`config.mk`:
```
export PLATFORM = sky130hd
export DESIGN_NAME = aes_arbiter
export DESIGN_NICKNAME = d
export VERILOG_FILES = /design/src/rtl/aes_arbiter.sv
export SDC_FILE = /design/constraint.sdc
export NUM_CORES = 1
export LEC_CHECK = 0
export CAP_MARGIN = 0
export CORE_AREA = 2 2 254 256
export DETAILED_ROUTE_END_ITERATION = 10
export DIE_AREA = 0 0 256 258
export DONT_BUFFER_PORTS = 1
export PLACE_DENSITY = 0.33
export SLEW_MARGIN = 30
export SYNTH_ARGS = -nofsm -noshare
export SYNTH_HDL_FRONTEND = slang
export SYNTH_SLANG_ARGS = --single-unit
```
`constraint.sdc`:
```
create_clock -name clk -period 1.7 [get_ports clk]
set_input_delay 0.425 -clock clk [delete_from_list [all_inputs] [get_ports clk]]
set_output_delay 0.425 -clock clk [all_outputs]
set_load 0.02 [all_outputs]
```
`src/rtl/aes_arbiter.sv`:
```
// Round-robin arbiter sequencing NREQ requesters through one shared aes_control core.
// Registered outputs; one job in flight; results held until rsp_accept; watchdog aborts silent jobs.
module aes_arbiter #(
  parameter int NREQ    = 2,
  parameter int DW      = 128,
  parameter int TIMEOUT = 1023,
  parameter int IDW     = $clog2(NREQ)
) (
  input  logic               clk,
  input  logic               n_rst,
  input  logic [NREQ-1:0]    req,
  input  logic [NREQ*DW-1:0] req_data,
  output logic [NREQ-1:0]    grant,
  output logic               aes_ready,
  output logic [DW-1:0]      aes_data_in,
  input  logic               aes_complete,
  input  logic [DW-1:0]      aes_data_out,
  output logic               rsp_valid,
  output logic [IDW-1:0]     rsp_id,
  output logic [DW-1:0]      rsp_data,
  input  logic               rsp_accept,
  output logic               timeout_err,
  output logic               busy
);

  localparam int TW = $clog2(TIMEOUT + 1);

  typedef enum logic [1:0] {IDLE, ISSUE, WAIT, RESP} state_t;

  state_t         state, state_nxt;
  logic [TW-1:0]  timer;
  logic [IDW-1:0] last_id;
  logic [IDW-1:0] sel;
  logic [IDW-1:0] cand;
  logic           found;

  // Scan starts one past the last winner so every active requester is served within NREQ jobs.
  always_comb begin
    sel   = '0;
    cand  = '0;
    found = 1'b0;
    for (int off = 1; off <= NREQ; off++) begin
      cand = IDW'((int'(last_id) + off) % NREQ);
      if (!found && req[cand]) begin
        sel   = cand;
        found = 1'b1;
      end
    end
  end

  always_ff @(posedge clk or negedge n_rst) begin
    if (!n_rst) state <= IDLE;
    else        state <= state_nxt;
  end

  always_comb begin
    state_nxt = state;
    case (state)
      IDLE:  if (found) state_nxt = ISSUE;
      ISSUE: state_nxt = WAIT;
      WAIT: begin
        if (aes_complete)                state_nxt = RESP;
        else if (timer == TW'(TIMEOUT))  state_nxt = IDLE;
      end
      RESP:  if (rsp_accept) state_nxt = IDLE;
      default: state_nxt = IDLE;
    endcase
  end

  always_ff @(posedge clk or negedge n_rst) begin
    if (!n_rst) begin
      grant       <= '0;
      aes_ready   <= 1'b0;
      aes_data_in <= '0;
      rsp_valid   <= 1'b0;
      rsp_id      <= '0;
      rsp_data    <= '0;
      timeout_err <= 1'b0;
      busy        <= 1'b0;
      timer       <= '0;
      last_id     <= IDW'(NREQ - 1);
    end else begin
      grant       <= '0;
      aes_ready   <= 1'b0;
      timeout_err <= 1'b0;
      busy        <= (state_nxt != IDLE);
      case (state)
        IDLE: begin
          if (found) begin
            aes_data_in <= req_data[int'(sel)*DW +: DW];
            last_id     <= sel;
            rsp_id      <= sel;
            grant       <= NREQ'(1) << sel;
            aes_ready   <= 1'b1;
          end
        end
        ISSUE: timer <= '0;
        WAIT: begin
          timer <= timer + TW'(1);
          if (aes_complete) begin
            rsp_data  <= aes_data_out;
            rsp_valid <= 1'b1;
          end else if (timer == TW'(TIMEOUT)) begin
            timeout_err <= 1'b1;
          end
        end
        RESP: if (rsp_accept) rsp_valid <= 1'b0;
        default: ;
      endcase
    end
  end

endmodule

```
# After elaboration in Yosys (flattened, before gate mapping)
# Index checks and enable logic that the tools add are counted.
# totals
reg_bits,276
in_bits,390
output_inout_bits,263
wordCells,57
# classes
add_sub_neg,3
n_lt_le_gt_ge,2
n_eq_ne,6
n_shift,2
n_mux,24
n_reduce_logical,9
# op_table
op,n
indexed part select 256 x 9 -> 128 bit,1
case mux 10 bit (2 select lines),1
two-way mux 1 bit,15
two-way mux 2 bit,6
adder 10 x 1 -> 10 bit (second input constant),1
== test 10 bit (second input constant),1
case mux 2 bit (4 select lines),1
nonzero test 2 bit,3
== test 2 bit (second input constant),2
less-than comparator 1 x 2 -> 1 bit (second input constant),2
inequality test 2 bit (second input constant),2
AND reduction 2 bit,2
AND reduction 3 bit,1
adder 1 bit (second input constant),2
== test 2 x 1 -> 1 bit (second input constant),1
logical NOT 2 bit,1
case mux 1 bit (2 select lines),1
<< shifter 1 x 1 -> 2 bit (first input constant),1
logical AND 1 bit,1
logical NOT 1 bit,1

# Logic depth before layout (Yosys ltp)
# Gate-level depths: netlist of the first run.
# depth
ltp_word,10
depth_mapped,8
depth_no_buf,6

# Worst setup path after synthesis of the first run
# Ideal clock, no wire load.
# synth_path
path_kind,reg-to-reg
startpoint,reg state[1]
endpoint,reg timer[8]
setup_ns,0.077
t_arrival_ns,1.643
required_ns,1.623
path_slack_ns,-0.020
path_stages_with_launch,8
path_buffers,1
period_less_slack_ns,1.720
cell_sequence,dfrtp_1 > inv_1 > ha_1 > buf_4 > and3_4 > nand2_1 > or3_2 > a21oi_1
# synth_between
elab_chain_cells,2
# synth_lines
item,line_no,source
from (decl),30,"state_t state, state_nxt;"
from (signal assigned),53,else state <= state_nxt;
== test 2 bit / == test 2 x 1 -> 1 bit (equally long branches),87,case (state)
case mux 10 bit (2 select lines) / nonzero test 2 bit (equally long branches),-,
to (signal assigned),99,timer <= timer + TW'(1);
to (decl),31,logic [TW-1:0] timer;
# Several ways; a longest one is shown, not always the timed one.
# A chain may end at the register's enable or synchronous reset.

# Worst setup path after layout of the first run
# layout_path
startpoint,reg state[1]
endpoint,reg aes_data_in[123]
# layout_between
elab_chain_cells,2
# layout_lines
item,line_no,source
logical NOT 2 bit,87,
AND reduction 2 bit (no source line),-,
to (signal assigned),90,aes_data_in <= req_data[int'(sel)*DW +: DW];
to (decl),15,"output logic [DW-1:0] aes_data_in,"
# Every way passes these cells.

==> reports/metrics.cfg, run 1 <==
[cts]
htree_levels=2
clkLatencyLatePin_ns=0.53
cts_tree=built
clk_path_buf_depth=3
cts_sinks=276
cts-root-buf=clkbuf_16
clk_pin_slew_ns=0.06
cts_buffers=34

[sta]
drv_slew=0
fin_ws_ns=-0.144
slew_headroom_pct=68.1
setup_viol=213
worst_pin_slew_ns=0.478
fmax_ghz=0.542
period_minus_slack_ns=1.84
rsz0062_at_grt=true
final-hold-violation-count=276
holdWs_ns=-0.400
skew_ns=0.0200
fin_crit_sh_pct=108

[floorplan]
io_pins=653
start_util_pct=17.0
dieArea_sq_mm=0.0660
die_x_um=256
row_count=93
die_h_um=258
design.core.area_sq_mm=0.0636

[finish]
fin_area_sq_mm=0.0151
drive_above_1_share_pct=30.1
final_nets=1340
area_delta_synth_final_pct=39.0

[drt]
wl_per_cell_um=24.5
drt_wl_total_mm=44.7
drt_iter0_markers=1002
drc=0
viasPerCell=4.29
first_pass_iters=8
dr_total_vias=7824
final_antenna_net_count=0

[power_and_ir_drop]
pwr-share-comb_pct=29.3
p_int_uw=19100
sw_frac_of_total_pct=41.8
power_frac_seq_pct=49.9
power_switching_uw=13700
cellPowerDensity_mw_per_mm2=2180
p_clk_share_pct=20.7
p_leak_uw=0.00698
total_power_uw=32900
ir_drop_v=0.00104

[worst_setup_path]
critPathTopFamily=buffers and inverters
crit_buf_inv=5
max_stage_delay_ns=0.41
path_cells=inv_2, ha_4, buf_4, nand2_4, a21oi_4, clkbuf_16, buf_16, a222oi_1, inv_1
crit_fanout=19
endpoint_kind=register
cp_data_required_time_ns=2.10
critPathKind=register to register
cp_data_arrival_time_ns=2.25
slowest_stage=a222oi_1
startpoint_type=register

[synthesis]
syn_avg_cell_area_sq_um=13.7
synth.area.top_cells=dfrtp_1 63%, mux2_2 13%, a222oi_1 12%
synth_top_cell_area_share_pct=63.5
synth_fp_nets=1185
synth_most_common_cell=dfrtp_1
synth_edf_count=0
ys_ff_latch=276
synth_cell_types=31
ys_top_cells_by_count=275 x dfrtp_1, 136 x inv_1, 128 x a222oi_1, 128 x mux2_2, 44 x buf_2
synthFlopType=dfrtp_1
synth_top_area_cell=dfrtp_1
async_flop_share_pct=100
synth-seq-area-share_pct=63.7
synthCells=791
yosysWarnings=0
synth_area_sq_mm=0.0108

[status]
status=finished with violations
failed_checks=hold timing, setup timing

[placed_design]
gp_congestion=0.760
io_buffers=0
dpl-instance-area_sq_mm=0.0121
detailed_place_hpwl_mm=29.0

[grt]
antenna_found_initial=10
grt_max_degree=277
grt_usage_pct=11.7
gr-total-overflow=0
grt_pass1_vias=7849
grt_pass1_wl_mm=56.7

[worst_hold_path]
worstHoldPathType=input port to asynchronous set/reset pin

[run]
max_cap_viol_count=0

## layer usage
layer / wire length [um] / GRT usage (%)
met5: 0 / 0
met4: 1550 / 4.30
met3: 4600 / 4.92
met2: 22800 / 20.5
met1: 15800 / 12.7
## placed cells by master (no fill, tap or decap), drive strengths merged
| master | instances |
|---|---|
| clkinv | 5 |
| buf | 79 |
| nor2b | 2 |
| mux2i | 1 |
| dfrtp | 275 |
| a22oi | 2 |
| mux2 | 128 |
| nand4 | 3 |
| or3 | 1 |
| dlygate4sd3 | 82 |
| nand4bb | 1 |
| dfstp | 1 |
| a21o | 3 |
| nand2 | 9 |
| bufinv | 1 |
| clkbuf | 64 |
| a21oi | 7 |
| nor3 | 1 |
| and3 | 3 |
| a222oi | 128 |
| nand3 | 5 |
| nor2 | 8 |
| and2 | 1 |
| inv | 137 |
| xor2 | 5 |
| or4 | 1 |
| diode | 4 |
| o21ai | 8 |
| ha | 4 |
## state kept, by name, indices dropped and copies added, names as in the netlist, 2 cells and up
register / count
aes_data_in: 128
grant: 2
rsp_data: 128
state: 2
timer: 10
## path summary, 6_finish.rpt
kind / from / cells after the start / to / slack (ns)
min in group clk: req_data[217] / 2 / aes_data_in[89] / 0.04
max reg2reg: state[1] / 9 / aes_data_in[123] / -0.14
max in group asynchronous: n_rst / 0 / rsp_data[57] / 1.68
min reg2reg: last_id / 1 / last_id / 0.53
max: state[1] / 9 / aes_data_in[123] / -0.14
min: n_rst / 0 / aes_data_in[19] / -0.40
## cell type report
cell class,count,area [sq um]
timing repair buffer,177,2330
clock buffer,48,955
fill,6749,48600
clock inverter,7,63.8
multi-input combinational,321,3230
inverter,136,510
sequential,276,6910
tap,855,1070
antenna,4,10.0
## per-stage QoR
| step | worst slack (ns) | std cells | util [%] | TNS, ns |
|---|---|---|---|---|
| 2_1_floorplan | 0.00889 | 791 | - | 0 |
| 3_3_place_gp | -0.0935 | 1636 | 19.1 | -3.12 |
| 3_5_place_dp | -0.138 | 1636 | 19.1 | -4.96 |
| 4_1_cts | -0.0844 | 1786 | 22.6 | -3.21 |
| 5_1_grt | -0.233 | 1824 | 23.7 | -28.09 |
| 6_report | -0.144 | 1824 | 23.7 | -7.92 |
## power groups by stage
| stage | sequential (uW) | combinational (uW) | clock, uW |
|---|---|---|---|
| 2_1_floorplan | 15200 | 5300 | 0 |
| 3_3_place_gp | 16700 | 6890 | 0 |
| 3_5_place_dp | 16500 | 7100 | 0 |
| 4_1_cts | 16500 | 8490 | 7130 |
| 5_1_grt | 16700 | 10600 | 7440 |
| 6_report | 16400 | 9640 | 6810 |
## timing repair
action                                  CTS  global route
pin swaps                                35            25
setup buffers                            10            14
hold buffers                             77             5
gates resized for setup                  27            32
hold endpoints to repair                349           281
gates cloned                              8            18
endpoints found under the setup margin  110           256
## cells by family after synthesis
logic type	count (synthesis)	synth area share (%)
buf+inv	194	7.29
xor+xnor	5	0.404
fa+ha+maj	4	0.462
mux	129	13.4
flops	276	63.7
simple gates	35	1.82
compound gates	148	12.9
Power figures use the tool's default switching activity.
==> inputs of run 2 (changes only) <==
--- a/config.mk
+++ b/config.mk
@@ -6,11 +6,11 @@
 export NUM_CORES = 1
 export LEC_CHECK = 0
 export CAP_MARGIN = 0
-export CORE_AREA = 2 2 254 256
+export CORE_AREA = 4 4 249 251
 export DETAILED_ROUTE_END_ITERATION = 10
-export DIE_AREA = 0 0 256 258
+export DIE_AREA = 0 0 253 255
 export DONT_BUFFER_PORTS = 1
-export PLACE_DENSITY = 0.33
+export PLACE_DENSITY = 0.34
 export SLEW_MARGIN = 30
 export SYNTH_ARGS = -nofsm -noshare
 export SYNTH_HDL_FRONTEND = slang
==> reports/metrics.cfg, run 2 (synthesized netlist as in run 1, its figures left out) <==
[status]
status=finished with violations  ; unchanged
failed_checks=hold timing, setup timing  ; unchanged

[worst_setup_path]
startpoint_type=register  ; unchanged
critPathTopFamily=compound AO/OA/AOI/OAI gates  ; was buffers and inverters
crit_fanout=103  ; was 19
path_cells=inv_2, ha_4, buf_6, o21ai_4, buf_12, a222oi_1, inv_1  ; was inv_2, ha_4, buf_4, nand2_4, a21oi_4, clkbuf_16, buf_16, a222oi_1, inv_1
cp_data_required_time_ns=2.10  ; about the same
crit_path_start=state[1]  ; unchanged
reg2reg_from=state[1]  ; unchanged
crit_buf_inv=4  ; was 5
endpoint_kind=register  ; unchanged
slowest_stage=a222oi_1  ; unchanged
max_stage_delay_ns=0.41  ; about the same
cp_data_arrival_time_ns=2.13  ; was 2.25 ns
critPathKind=register to register  ; unchanged

[run]
max_cap_viol_count=0  ; unchanged

[floorplan]
row_count=90  ; was 93
io_pins=653  ; unchanged
start_util_pct=18.1  ; was 17.0%
design.core.area_sq_mm=0.0599  ; was 0.0636 sq mm
die_h_um=255  ; was 258 um
dieArea_sq_mm=0.0645  ; was 0.0660 sq mm
die_x_um=253  ; was 256 um

[finish]
fillers=6368  ; was 6749
final_cell_mix=275 x dfrtp_1, 134 x inv_1, 128 x a222oi_1  ; was 273 x dfrtp_1, 134 x inv_1, 128 x a222oi_1, 128 x mux2_2, 82 x dlygate4sd3_1
fin_util_pct=23.3  ; was 23.7%
reg.largest.list=aes_data_in: 128 flops, rsp_data: 128 flops, timer: 10 flops  ; unchanged
area_delta_synth_final_pct=28.5  ; was 39.0%
final_nets=1234  ; was 1340
drive_above_1_share_pct=29.5  ; was 30.1%
layoutNonFillerInstCount=1646  ; was 1824
layout_commonest_cell=dfrtp_1  ; unchanged

[sta]
drv_slew=0  ; unchanged
fin_ws_ns=-0.0312  ; was -0.144 ns
worst_pin_slew_ns=1.11  ; was 0.478 ns
setup_viol=22  ; was 213
fmax_ghz=0.578  ; was 0.542 GHz
fin_crit_sh_pct=102  ; was 108%
period_minus_slack_ns=1.73  ; was 1.84 ns
rsz0062_at_grt=true  ; unchanged
final-hold-violation-count=276  ; unchanged
holdWs_ns=-0.400  ; about the same
skew_ns=0.00731  ; was 0.0200 ns
tns_ns=-0.209  ; was -7.92 ns
slew_headroom_pct=26.0  ; was 68.1%

[placed_design]
gp_congestion=0.713  ; was 0.760
dp_cells=1542  ; was 1636
io_buffers=0  ; unchanged
dpl_worst_slack_ns=-0.137  ; was -0.138 ns
detailed_place_hpwl_mm=26.5  ; was 29.0 mm

[grt]
gr-total-overflow=0  ; unchanged
use_met1_pct=11.9  ; was 12.7%
grt_pass1_wl_mm=54.0  ; was 56.7 mm
grt.met3_usage_pct=4.70  ; was 4.92%
antenna_found_initial=2  ; was 10
grt_pass1_vias=7824  ; was 7849
grt.busiest_layer=met2  ; unchanged
grt_max_degree=277  ; unchanged
grt_usage_pct=11.3  ; was 11.7%
use_met2_pct=20.5  ; about the same

[drt]
first_pass_iters=7  ; was 8
viasPerCell=4.46  ; was 4.29
final_antenna_net_count=0  ; unchanged
drc=0  ; unchanged
drt_iter0_markers=1079  ; was 1002
dr_total_vias=7349  ; was 7824
wl_per_cell_um=26.3  ; was 24.5 um
drt_wl_total_mm=43.2  ; was 44.7 mm

[cts]
clk_path_buf_depth=3  ; unchanged
ctsHoldBuffers=12  ; was 77
clk_pin_slew_ns=0.06  ; about the same
clkLatencyLatePin_ns=0.52  ; was 0.53 ns
cts_sinks=276  ; unchanged
cts_tree=built  ; unchanged
htree_levels=2  ; unchanged
cts_buffers=34  ; unchanged
cts-root-buf=clkbuf_16  ; unchanged

[power_and_ir_drop]
cellPowerDensity_mw_per_mm2=2320  ; was 2180 mW/mm^2
ir_drop_v=0.000817  ; was 0.00104 V
p_leak_uw=0.00651  ; was 0.00698 uW

[worst_hold_path]
worstHoldPathType=input port to asynchronous set/reset pin  ; unchanged

[run 2: cell types whose count changed in the layout (fill, tap and decap cells not counted), sizes merged]
| cell | change |
|---|---|
| dlygate4sd3 | -70 |
| buf | -27 |
| clkbuf | -3 |
| clkinv | -3 |
| diode | -3 |
| bufinv | +2 |
| inv | -1 |
[run 2: final cells by class]
cell class	count	area, sq um	area share [%]
diodes	1	2.50	0.0180
clock buffers	54	1070	7.68
clock inverters	5	100	0.718
inverters	136	510	3.66
multi-input cells	321	3230	23.2
flip-flops and latches	276	6910	49.6
well taps	782	978	7.02
repair buffers	71	1130	8.14
[run 2: report_power, final]
| group | switching, uW | internal, uW | total [uW] |
|---|---|---|---|
| combinational | 4040 | 4420 | 8460 |
| clock | 2780 | 4750 | 7530 |
| sequential | 6640 | 9730 | 16400 |
[run 2: what timing repair did]
item,CTS,global route
setup endpoints to repair,245,169
gates resized for setup,21,20
endpoints found under the hold margin,288,276
gates cloned,11,9
pin swaps,9,14
buffers inserted,9,3
[run 2: per-stage QoR]
stage	cell area [sq um]	power [uW]
5_1_grt	13900	34100
3_3_place_gp	11900	23300
6_report	13900	32400
2_1_floorplan	10800	20500
4_1_cts	13600	32200
3_5_place_dp	11900	23300
[run 2: path summary, 6_finish.rpt]
| path | to | slack, ns | depth (start not counted) |
|---|---|---|---|
| max | aes_data_in[119] | -0.03 | 7 |
| min | rsp_data[38] | -0.40 | 0 |
| max reg2reg | aes_data_in[119] | -0.03 | 7 |
| min reg2reg | timer[3] | 0.55 | 1 |
| max in group asynchronous | rsp_valid | 1.18 | 0 |
| min in group clk | aes_data_in[18] | 0.05 | 2 |
[run 2: metal layers]
metal | vias up | wire (um) | share of wire, %
met3 | 76 | 4550 | 11
met4 | 0 | 1420 | 3.3
met2 | 564 | 22400 | 52
met5 | - | 0 | 0
met1 | 3677 | 14900 | 34
li1 | 3032 | - | -
==> inputs of run 3 (changes only) <==
--- a/config.mk
+++ b/config.mk
@@ -11,6 +11,7 @@
 export DIE_AREA = 0 0 253 255
 export DONT_BUFFER_PORTS = 1
 export PLACE_DENSITY = 0.34
+export SETUP_SLACK_MARGIN = 0.5
 export SLEW_MARGIN = 30
 export SYNTH_ARGS = -nofsm -noshare
 export SYNTH_HDL_FRONTEND = slang
==> reports/metrics.cfg, run 3 <==
[cts]
ctsResizeCount=156  ; was 21
postCtsSetupBuffers=10  ; was 9
htree_levels=1  ; was 2
cts_sinks=276  ; unchanged
clk_path_buf_depth=3  ; unchanged
cts_buffers=31  ; was 34
ctsHoldBuffers=326  ; was 12
cts-root-buf=clkbuf_16  ; unchanged

[synthesis]
syn_avg_cell_area_sq_um=13.7  ; unchanged
ys_top_cells_by_count=275 x dfrtp_1, 136 x inv_1, 128 x a222oi_1, 128 x mux2_2, 44 x buf_2  ; unchanged
synth.area.top_cells=dfrtp_1 63%, mux2_2 13%, a222oi_1 12%  ; unchanged
synthCells=791  ; unchanged
synthFlopType=dfrtp_1  ; unchanged
synth_cell_types=31  ; unchanged
synth_edf_count=0  ; unchanged
yosysWarnings=0  ; unchanged
synth-seq-area-share_pct=63.7  ; unchanged
synth_top_area_cell=dfrtp_1  ; unchanged
synth_area_sq_mm=0.0108  ; unchanged
synth_top_cell_area_share_pct=63.5  ; unchanged
synth_most_common_cell=dfrtp_1  ; unchanged
synth_fp_nets=1185  ; unchanged
async_flop_share_pct=100  ; unchanged
ys_ff_latch=276  ; unchanged

[status]
status=stopped before the end  ; was finished with violations
error=[ERROR RSZ-0060] Max buffer count reached.
failed_stage=4_1_cts

[placed_design]
gp_congestion=0.760  ; was 0.713
io_buffers=0  ; unchanged
dpl_worst_slack_ns=-0.0652  ; was -0.137 ns
detailed_place_hpwl_mm=27.3  ; was 26.5 mm

[floorplan]
die_h_um=255  ; unchanged
io_pins=653  ; unchanged
row_count=90  ; unchanged
die_x_um=253  ; unchanged
start_util_pct=18.1  ; unchanged

==> run 3: cell families after synthesis <==
kind of cell / share of synthesized area, %
DFF: 63.7
buffers and inverters: 7.29
AOI/OAI and AO/OA: 12.9
muxes: 13.4
and+or+nand+nor: 1.82
xor gates and xnor gates: 0.404
adders and majority gates: 0.462
==> run 3: metrics by stage <==
stage / setup TNS [ns] / instances / hold slack, ns / area [sq um] / util [%]
2_1_floorplan: 0 / 791 / 0.129 / 11200 / -
3_5_place_dp: -3.00 / 1543 / 0.137 / 12000 / 20.0
3_3_place_gp: -0.340 / 1543 / 0.138 / 12000 / 20.0
==> inputs of run 4 (changes only) <==
--- a/config.mk
+++ b/config.mk
@@ -10,8 +10,7 @@
 export DETAILED_ROUTE_END_ITERATION = 10
 export DIE_AREA = 0 0 253 255
 export DONT_BUFFER_PORTS = 1
-export PLACE_DENSITY = 0.34
-export SETUP_SLACK_MARGIN = 0.5
+export PLACE_DENSITY_LB_ADDON = 0.15
 export SLEW_MARGIN = 30
 export SYNTH_ARGS = -nofsm -noshare
 export SYNTH_HDL_FRONTEND = slang
==> constraint.sdc (replaced) <==
create_clock -name clk -period 2.2 [get_ports clk]
set_input_delay 0.55 -clock clk [delete_from_list [all_inputs] [get_ports clk]]
set_output_delay 0.55 -clock clk [all_outputs]
set_load 0.02 [all_outputs]
==> reports/metrics.cfg, run 4 (synthesized netlist as in run 1, its figures left out) <==
[drt]
first_pass_iters=11
drt_iter0_markers=756
viasPerCell=4.39
wl_per_cell_um=25.1
dr_total_vias=7027
drc=5
drt_wl_total_mm=40.2
final_antenna_net_count=0

[sta]
drv_slew=71
final-hold-violation-count=138
worst_pin_slew_ns=1.57
holdWs_ns=-0.269
slew_headroom_pct=-4.87
setup_viol=0
tns_ns=0
period_minus_slack_ns=2.02
fin_crit_sh_pct=91.7
rsz0062_at_grt=false
fmax_ghz=0.496
skew_ns=0.0144

[worst_setup_path]
reg2reg_from=state[1]
cp.depth=8
rr_endpoint=aes_data_in[102]
critPathTopFamily=buffers and inverters
crit_fanout=105
endpoint_kind=register
max_stage_delay_ns=0.40
crit_path_frequent_cell=inv_1
crit_buf_inv=4
critPathKind=register to register
startpoint_type=register
reg2reg_depth=8
cp_data_required_time_ns=2.66
path_cells=inv_1, ha_1, nand2_1, a21oi_4, buf_16, buf_12, a222oi_1, inv_1
cp_data_arrival_time_ns=2.48
slowest_stage=dfrtp_1
rrSetupSlack_ns=0.18

[floorplan]
io_pins=653  ; unchanged
design.core.area_sq_mm=0.0599
die_h_um=255  ; unchanged
start_util_pct=18.1  ; unchanged
row_count=90  ; unchanged
die_x_um=253  ; unchanged
dieArea_sq_mm=0.0645

[cts]
postCtsSetupBuffers=0  ; was 10
clk_path_buf_depth=3  ; unchanged
cts-root-buf=clkbuf_16  ; unchanged
cts_sinks=276  ; unchanged
cts_buffers=35  ; was 31
clkLatencyLatePin_ns=0.52
cts_tree=built
clk_pin_slew_ns=0.05
htree_levels=2  ; was 1

[finish]
drive_above_1_share_pct=26.3
fin_util_pct=21.7
final_cell_mix=275 x dfrtp_1, 136 x inv_1, 128 x a222oi_1, 128 x mux2_2, 35 x clkbuf_16
final_nets=1186
layoutNonFillerInstCount=1602
multiInputGateArea_sq_mm=0.00318
area_delta_synth_final_pct=20.1
layout_commonest_cell=dfrtp_1
area.sequential_sq_mm=0.00691
fillers=6408
reg.largest.list=aes_data_in: 128 flops, rsp_data: 128 flops, timer: 10 flops

[grt]
grt_max_degree=277
grt_pass1_vias=7219
grt_usage_pct=11.3
gr-total-overflow=0
grt_pass1_wl_mm=53.6
antenna_found_initial=12

[status]
failed_checks=DRC, hold timing, slew limit
status=finished with violations  ; was stopped before the end

[placed_design]
io_buffers=0  ; unchanged
detailed_place_hpwl_mm=30.1  ; was 27.3 mm
dp_cells=1537  ; was 1543
gp_congestion=0.716  ; was 0.760

[run]
max_cap_viol_count=0

[power_and_ir_drop]
ir_drop_v=0.000621
p_leak_uw=0.00610
cellPowerDensity_mw_per_mm2=1790

[worst_hold_path]
worstHoldPathType=input port to asynchronous set/reset pin

[run 4: power by group]
| group | internal (uW) | switching (uW) | total (uW) |
|---|---|---|---|
| clock | 3430 | 2130 | 5560 |
| combinational | 2620 | 2500 | 5120 |
| sequential | 7520 | 5170 | 12700 |
| total | 13600 | 9800 | 23400 |
[run 4: per-layer routing]
metal / global-route usage, % / part of all wire [%] / wire (um) / vias up
met5: 0 / 0.13 / 51 / -
met4: 4.02 / 2.9 / 1180 / 6
met3: 5.68 / 12 / 4750 / 70
met2: 19.8 / 51 / 20600 / 482
met1: 11.8 / 34 / 13600 / 3536
li1: - / - / - / 2933
[run 4: worst max path at each step]
stage              from               end  slack, ns
2_1_floorplan  state[1]          timer[8]       0.48
3_3_place_gp   state[1]   aes_data_in[83]       0.26
3_5_place_dp   state[1]  aes_data_in[102]       0.18
4_1_cts        state[1]  aes_data_in[102]       0.17
5_1_grt        state[1]  aes_data_in[102]      0.003
6_report       state[1]  aes_data_in[102]       0.18
[run 4: worst register-to-register path: cells and delay by family, from the launching register on]
kind                     cells  cell delay (ns)
AO/OA/AOI/OAI                2             0.30
adder cells (fa/ha/maj)      1             0.30
buffers and inverters        4             0.84
flip-flops                   1             0.40
AND/OR/NAND/NOR              1             0.13
[run 4: repair_timing]
item	in CTS	in global routing
endpoints found under the setup margin	0	2
endpoints found under the hold margin	276	276
resized for setup	0	1
[run 4: metrics by stage]
stage	setup slack (ns)	total power, uW	area (sq um)	hold WS [ns]
4_1_cts	0.168	23800	13000	-0.329
3_3_place_gp	0.260	18000	11900	0.262
2_1_floorplan	0.480	15800	10800	0.254
3_5_place_dp	0.180	18000	11900	0.261
5_1_grt	0.00311	24700	13000	-0.327
6_report	0.182	23400	13000	-0.269
[run 4: final cells by class]
| cell class | count | share of cell area, % |
|---|---|---|
| Multi-Input combinational cell | 321 | 24.4 |
| Clock inverter | 5 | 0.413 |
| Antenna cell | 6 | 0.115 |
| Inverter | 136 | 3.92 |
| Clock buffer | 54 | 8.19 |
| Sequential cell | 276 | 53.0 |
| Timing Repair Buffer | 22 | 2.38 |
| Tap cell | 782 | 7.51 |
